==> config.mk <==
export PLATFORM = sky130hd
export DESIGN_NAME = rv32e_idu
export DESIGN_NICKNAME = d
export VERILOG_FILES = /design/src/rtl/rv32e_idu.sv
export SDC_FILE = /design/constraint.sdc
export NUM_CORES = 1
export LEC_CHECK = 0
export CORE_MARGIN = 5
export CORE_UTILIZATION = 45
export DETAILED_ROUTE_END_ITERATION = 10
export GPL_TIMING_DRIVEN = 0
export MAX_ROUTING_LAYER = met4
export PLACE_DENSITY_LB_ADDON = 0.05
export SETUP_SLACK_MARGIN = 0.4
export SYNTH_ARGS = -nofsm -noshare
export SYNTH_HDL_FRONTEND = slang
export SYNTH_SLANG_ARGS = --single-unit
==> constraint.sdc <==
create_clock -name clk -period 3.8 [get_ports clk]
set_clock_uncertainty 0.2 [all_clocks]
set_input_delay 0.95 -clock clk [delete_from_list [all_inputs] [get_ports clk]]
set_output_delay 0.95 -clock clk [all_outputs]
set_load 0.1 [all_outputs]
==> src/rtl/rv32e_idu.sv <==
// rtl/rv32e_idu.sv - registered RV32E instruction decode stage with valid/ready handshake
module rv32e_idu #(
    parameter int              XLEN         = 32,
    parameter logic [XLEN-1:0] RESET_PC_TAG = 32'h8000_0000
) (
    input  logic            clk,
    input  logic            rst,
    input  logic            flush,
    input  logic            in_valid,
    output logic            in_ready,
    input  logic [31:0]     in_inst,
    input  logic [XLEN-1:0] in_pc,
    output logic            out_valid,
    input  logic            out_ready,
    output logic [XLEN-1:0] out_pc,
    output logic [3:0]      alu_op,
    output logic [1:0]      src1_sel,
    output logic            src2_sel,
    output logic [31:0]     imm,
    output logic [3:0]      rs1,
    output logic [3:0]      rs2,
    output logic [3:0]      rd,
    output logic            rd_wen,
    output logic            mem_ren,
    output logic            mem_wen,
    output logic [2:0]      funct3,
    output logic            branch,
    output logic            jal,
    output logic            jalr,
    output logic            ebreak,
    output logic            illegal
);
    typedef struct packed {
        logic [3:0]  alu_op;
        logic [1:0]  src1_sel;
        logic        src2_sel;
        logic [31:0] imm;
        logic [3:0]  rs1;
        logic [3:0]  rs2;
        logic [3:0]  rd;
        logic        rd_wen;
        logic        mem_ren;
        logic        mem_wen;
        logic [2:0]  funct3;
        logic        branch;
        logic        jal;
        logic        jalr;
        logic        ebreak;
        logic        illegal;
    } dec_t;

    localparam logic [6:0] OPC_LUI    = 7'b0110111;
    localparam logic [6:0] OPC_AUIPC  = 7'b0010111;
    localparam logic [6:0] OPC_JAL    = 7'b1101111;
    localparam logic [6:0] OPC_JALR   = 7'b1100111;
    localparam logic [6:0] OPC_BRANCH = 7'b1100011;
    localparam logic [6:0] OPC_LOAD   = 7'b0000011;
    localparam logic [6:0] OPC_STORE  = 7'b0100011;
    localparam logic [6:0] OPC_OPIMM  = 7'b0010011;
    localparam logic [6:0] OPC_OP     = 7'b0110011;
    localparam logic [6:0] OPC_SYSTEM = 7'b1110011;

    // funct3 to ALU code; alt selects SUB/SRA where the caller allows it
    function automatic logic [3:0] alu_from_f3(input logic [2:0] f3, input logic alt);
        case (f3)
            3'b000:  return alt ? 4'd1 : 4'd0;
            3'b001:  return 4'd2;
            3'b010:  return 4'd3;
            3'b011:  return 4'd4;
            3'b100:  return 4'd5;
            3'b101:  return alt ? 4'd7 : 4'd6;
            3'b110:  return 4'd8;
            default: return 4'd9;
        endcase
    endfunction

    logic [6:0]  opc;
    logic [2:0]  f3;
    logic [6:0]  f7;
    logic [31:0] imm_i, imm_s, imm_b, imm_u, imm_j;
    logic        use_rs1, use_rs2, use_rd, wen, bad;
    dec_t        d, q;
    logic        valid_q;
    logic [XLEN-1:0] pc_q;

    assign opc   = in_inst[6:0];
    assign f3    = in_inst[14:12];
    assign f7    = in_inst[31:25];
    assign imm_i = {{20{in_inst[31]}}, in_inst[31:20]};
    assign imm_s = {{20{in_inst[31]}}, in_inst[31:25], in_inst[11:7]};
    assign imm_b = {{19{in_inst[31]}}, in_inst[31], in_inst[7], in_inst[30:25], in_inst[11:8], 1'b0};
    assign imm_u = {in_inst[31:12], 12'b0};
    assign imm_j = {{11{in_inst[31]}}, in_inst[31], in_inst[19:12], in_inst[20], in_inst[30:21], 1'b0};

    // Combinational decode of the incoming instruction word
    always_comb begin
        d       = '0;
        use_rs1 = 1'b0;
        use_rs2 = 1'b0;
        use_rd  = 1'b0;
        wen     = 1'b0;
        bad     = 1'b0;
        d.rs1    = in_inst[18:15];
        d.rs2    = in_inst[23:20];
        d.rd     = in_inst[10:7];
        d.funct3 = f3;
        case (opc)
            OPC_LUI:   begin d.src1_sel = 2'd2; d.src2_sel = 1'b1; d.imm = imm_u; use_rd = 1'b1; end
            OPC_AUIPC: begin d.src1_sel = 2'd1; d.src2_sel = 1'b1; d.imm = imm_u; use_rd = 1'b1; end
            OPC_JAL:   begin d.src1_sel = 2'd1; d.src2_sel = 1'b1; d.imm = imm_j; use_rd = 1'b1; d.jal = 1'b1; end
            OPC_JALR: begin
                d.src2_sel = 1'b1; d.imm = imm_i; use_rd = 1'b1; use_rs1 = 1'b1; d.jalr = 1'b1;
                bad = (f3 != 3'b000);
            end
            OPC_BRANCH: begin
                d.imm = imm_b; use_rs1 = 1'b1; use_rs2 = 1'b1; d.branch = 1'b1;
                d.alu_op = (f3[2:1] == 2'b00) ? 4'd1 : (f3[1] ? 4'd4 : 4'd3);
                bad = (f3[2:1] == 2'b01);
            end
            OPC_LOAD: begin
                d.src2_sel = 1'b1; d.imm = imm_i; use_rd = 1'b1; use_rs1 = 1'b1; d.mem_ren = 1'b1;
                bad = (f3 == 3'b011) || (f3[2:1] == 2'b11);
            end
            OPC_STORE: begin
                d.src2_sel = 1'b1; d.imm = imm_s; use_rs1 = 1'b1; use_rs2 = 1'b1; d.mem_wen = 1'b1;
                bad = (f3 > 3'b010);
            end
            OPC_OPIMM: begin
                d.src2_sel = 1'b1; d.imm = imm_i; use_rd = 1'b1; use_rs1 = 1'b1;
                d.alu_op = alu_from_f3(f3, f7[5] && (f3 == 3'b101));
                if (f3 == 3'b001)
                    bad = (f7 != 7'b0000000);
                else if (f3 == 3'b101)
                    bad = (f7 != 7'b0000000) && (f7 != 7'b0100000);
            end
            OPC_OP: begin
                use_rd = 1'b1; use_rs1 = 1'b1; use_rs2 = 1'b1;
                d.alu_op = alu_from_f3(f3, f7[5]);
                bad = !((f7 == 7'b0000000) || ((f7 == 7'b0100000) && (f3 == 3'b000 || f3 == 3'b101)));
            end
            OPC_SYSTEM: begin
                d.ebreak = (in_inst == 32'h0010_0073);
                bad      = !d.ebreak;
            end
            default: bad = 1'b1;
        endcase
        wen = use_rd;
        // RV32E has 16 registers: any referenced index with bit 4 set is illegal
        if (in_inst[1:0] != 2'b11 || (use_rs1 && in_inst[19]) || (use_rs2 && in_inst[24]) || (use_rd && in_inst[11]))
            bad = 1'b1;
        d.illegal = bad;
        d.rd_wen  = wen && !bad && (in_inst[11:7] != 5'd0);
        d.mem_ren = d.mem_ren && !bad;
        d.mem_wen = d.mem_wen && !bad;
        d.branch  = d.branch && !bad;
        d.jal     = d.jal && !bad;
        d.jalr    = d.jalr && !bad;
    end

    assign in_ready = (!valid_q || out_ready) && !flush;

    // Output register: flush beats capture, capture beats drain, otherwise hold
    always_ff @(posedge clk or posedge rst) begin
        if (rst) begin
            valid_q <= 1'b0;
            pc_q    <= RESET_PC_TAG;
            q       <= '0;
        end else if (flush) begin
            valid_q <= 1'b0;
        end else if (in_valid && in_ready) begin
            valid_q <= 1'b1;
            pc_q    <= in_pc;
            q       <= d;
        end else if (out_ready) begin
            valid_q <= 1'b0;
        end
    end

    assign out_valid = valid_q;
    assign out_pc    = valid_q ? pc_q : RESET_PC_TAG;
    assign alu_op    = q.alu_op;
    assign src1_sel  = q.src1_sel;
    assign src2_sel  = q.src2_sel;
    assign imm       = q.imm;
    assign rs1       = q.rs1;
    assign rs2       = q.rs2;
    assign rd        = q.rd;
    assign rd_wen    = q.rd_wen;
    assign mem_ren   = q.mem_ren;
    assign mem_wen   = q.mem_wen;
    assign funct3    = q.funct3;
    assign branch    = q.branch;
    assign jal       = q.jal;
    assign jalr      = q.jalr;
    assign ebreak    = q.ebreak;
    assign illegal   = q.illegal;
endmodule

==> out/results.tsv <==
metric	value	unit
status	completed	
ys_dominant_reg_cell	dfrtp_1	
hold_violations	0	
synth_net_count	549	
grt_pass1_wl	22100	um
filler_cell_count	834	
worst_ir_drop_vdd	0.203	mV
vias_per_cell	5.30	
crit_path_start	pc_q[31]$_DFFE_PP1P_	
holdCritPathClass	flip-flop to flip-flop	
drv_slew	0	
cts_sinks	95	
mean_syn_cell_area	9.23	sq um
setup_slack_after_placement	-60.8	ps
cts.clk_slew.worst_paths	90	ps
slew_headroom	31.3	%
crit_cells	2	
worst-endpoint-required	2650	ps
wl	14200	um
worst-path-buf-inv	1	
grt_pass1_vias	4258	
detailedPlacementHpwl	10800	um
final_antenna_net_count	0	
synth_cell_type_count	57	
fraction_of_synthesized_cell_area_taken_by_the_top_area_cell_type	53.1	%
buffer_depth_of_the_longest_clock_path	2	
antenna_cells	0	
worst_path_class_setup	flip-flop to output pin	
critical_path.endpoint	out_pc[31]	
powerDensity	446	nW/um^2
area_growth	44.8	%
timing.hold.ws	271	ps
place_area	6280	sq um
timing.setup.tns	0	ps
initial_utilization	45.8	%
cts.root.buffer_cell	clkbuf_8	
ff2ff_setup_slack	1190	ps
synth_area	4430	sq um
dp.cells	778	
design_area_final	6420	sq um
drt_drc_violations_left	0	
max_stage_delay	1150	ps
critical_path_peak_fanout	2	
drt_first_pass_iters	5	
timing.critical_path.cells	nand2b_1 -> clkdlybuf4s50_1	
yosys_warnings	0	
ys_seq_elements	95	
worst_setup_path_start_kind	flip-flop	
cts.repair_timing.setup_buffer_count	0	
critical-path-slowest-cell	clkdlybuf4s50_1	
worst_r2r_path_depth	7	
numCtsBuffers	9	
layout.nets	725	
setup_ws	497	ps
synth_enable_flop_cells	0	
cts_tree	done	
postCtsHoldBufs	0	
placement_rows	36	
clock_tree.htree_level_count	3	
detailed_route_via_count	4202	
worst_ep_arrival_time	2150	ps
clkLatencyLatePin	370	ps
period_minus_slack	3300	ps
drv.max_cap_violation_count	0	
grt_overflow	0	
tightest_slew	1030	ps
synthCells	480	
asyncSetResetFlopFracSynth	100	%
die_h	109	um
groute.usage.overall	25.0	%
rr_endpoint	rd[0]$_DFFE_PP0P_	
gp_routability_congestion	0.888	
port-buffer-count	163	
floorplan.core_area	9680	sq um
floorplan.die_area	11900	sq um
number_of_design_rule_violations_left_by_the_first_detailed_router_iteration	241	
synthDominantAreaCellType	dfrtp_1	
wl_per_cell	17.9	um
critical_path.endpoint_type	output pin	
grt_antenna_before_repair	0	
critical-path-top-delay-family	buffers and inverters	
pin_count_of_the_biggest_net_entering_global_routing	34	
netlist_top_cells_area	dfrtp_1, nand2_1, and2_1	
r2r-start	out_valid$_DFFE_PP0P_	
crit_share_post_route	86.9	%
power_leakage	3.00	nW
setup_viol_count_final	0	
rsz0062_at_grt	false	
layout.cells.non_filler	793	
timing.fmax	303	MHz
synth.yosys.seq_area_share	53.7	%
drive_above_1_share	10.9	%
floorplan.die.width	109	um
ios	165	
## metrics by stage
stage | total power [W] | util (%)
floorplan | 0.00177 | -
global placement | 0.00204 | 64.4
detailed placement | 0.00206 | 64.8
CTS | 0.00288 | 67.1
global route | 0.00297 | 66.3
finish | 0.00286 | 66.3
## kinds of logic after synthesis
kind of cell,Yosys count,synth area share [%]
flip-flops,95,53.7
buffers and inverters,38,3.64
AND/OR/NAND/NOR,269,27.6
AO/OA/AOI/OAI,77,14.9
XOR/XNOR,1,0.198
## state kept, by name, summed over array words and instances, names as in the netlist, 2 cells and up
| name | cells |
|---|---|
| alu_op | 4 |
| funct3 | 3 |
| imm | 32 |
| pc_q | 32 |
| rd | 4 |
| rs1 | 4 |
| rs2 | 4 |
| src1_sel | 2 |
## report_power, final
| group | switching (W) | internal, W |
|---|---|---|
| clock | 0.000371 | 0.000475 |
| combinational | 0.000656 | 0.000217 |
| sequential | 0.0000459 | 0.00110 |
## worst reg2reg max path, stage by stage, from the launching register on
cell and delay, ps:
dfrtp_1 500, nand2b_1 130, nand3_1 240, clkbuf_1 540, buf_2 350, buf_1 390, nand2_1 110, nand2_1 80
## cells in the mapped netlist, types with 5 or more instances
cell type	instances
nand2_1	174
dfrtp_1	94
and2_1	31
clkbuf_1	21
nor2_1	20
a22o_1	18
a221o_2	10
nor3_1	10
o21ai_0	10
inv_1	7
buf_2	6
nand3_1	5
## cell usage in the layout, fill, tap and decap left out, drive strengths merged, types with 4 or more instances in the layout
cell type      netlist  routed
dfrtp               94      94
and3                 4       4
a221o               11      11
clkdlybuf4s50        0     131
a221oi               4       4
nand3                5       5
nand2              174     174
clkbuf              21      55
inv                  7       7
a31oi                4       4
clkdlybuf4s15        0       8
buf                 10      12
o21ai               11      11
o31ai                5       5
a21oi                4       4
nor2                20      20
nor3                10      10
and2                32      32
a22o                18      18
## worst min-delay path by stage
stage	startpoint	end	slack (ps)	cells after the start
6_report	pc_q[31]$_DFFE_PP1P_	pc_q[31]$_DFFE_PP1P_	270	2
5_1_grt	src1_sel[0]$_DFFE_PP0P_	src1_sel[0]$_DFFE_PP0P_	300	2
4_1_cts	pc_q[31]$_DFFE_PP1P_	pc_q[31]$_DFFE_PP1P_	270	2
3_5_place_dp	pc_q[18]$_DFFE_PP0P_	pc_q[18]$_DFFE_PP0P_	250	2
3_3_place_gp	pc_q[31]$_DFFE_PP1P_	pc_q[31]$_DFFE_PP1P_	240	2
2_1_floorplan	pc_q[31]$_DFFE_PP1P_	pc_q[31]$_DFFE_PP1P_	240	2
## timing repair
action	4_1_cts	5_1_grt
endpoints found under the hold margin	0	0
resized for setup	34	52
endpoints found under the setup margin	31	32
## area by class of cell
| class | count | area (sq um) | share of cell area [%] |
|---|---|---|---|
| Tap cell | 133 | 166 | 2.59 |
| Inverter | 7 | 30.0 | 0.468 |
| Sequential cell | 95 | 2380 | 37.1 |
| Timing Repair Buffer | 165 | 1560 | 24.3 |
| Multi-Input combinational cell | 347 | 1890 | 29.5 |
| Clock inverter | 4 | 101 | 1.58 |
| Buffer | 31 | 135 | 2.11 |
| Clock buffer | 11 | 151 | 2.36 |
## per-layer routing
layer / routed length [um] / GRT usage (%)
met1: 6150 / 31.7
met2: 6770 / 39.8
met3: 988 / 5.21
met4: 310 / 8.99
met5: 0 / -
(Power assumes the default switching activity.)
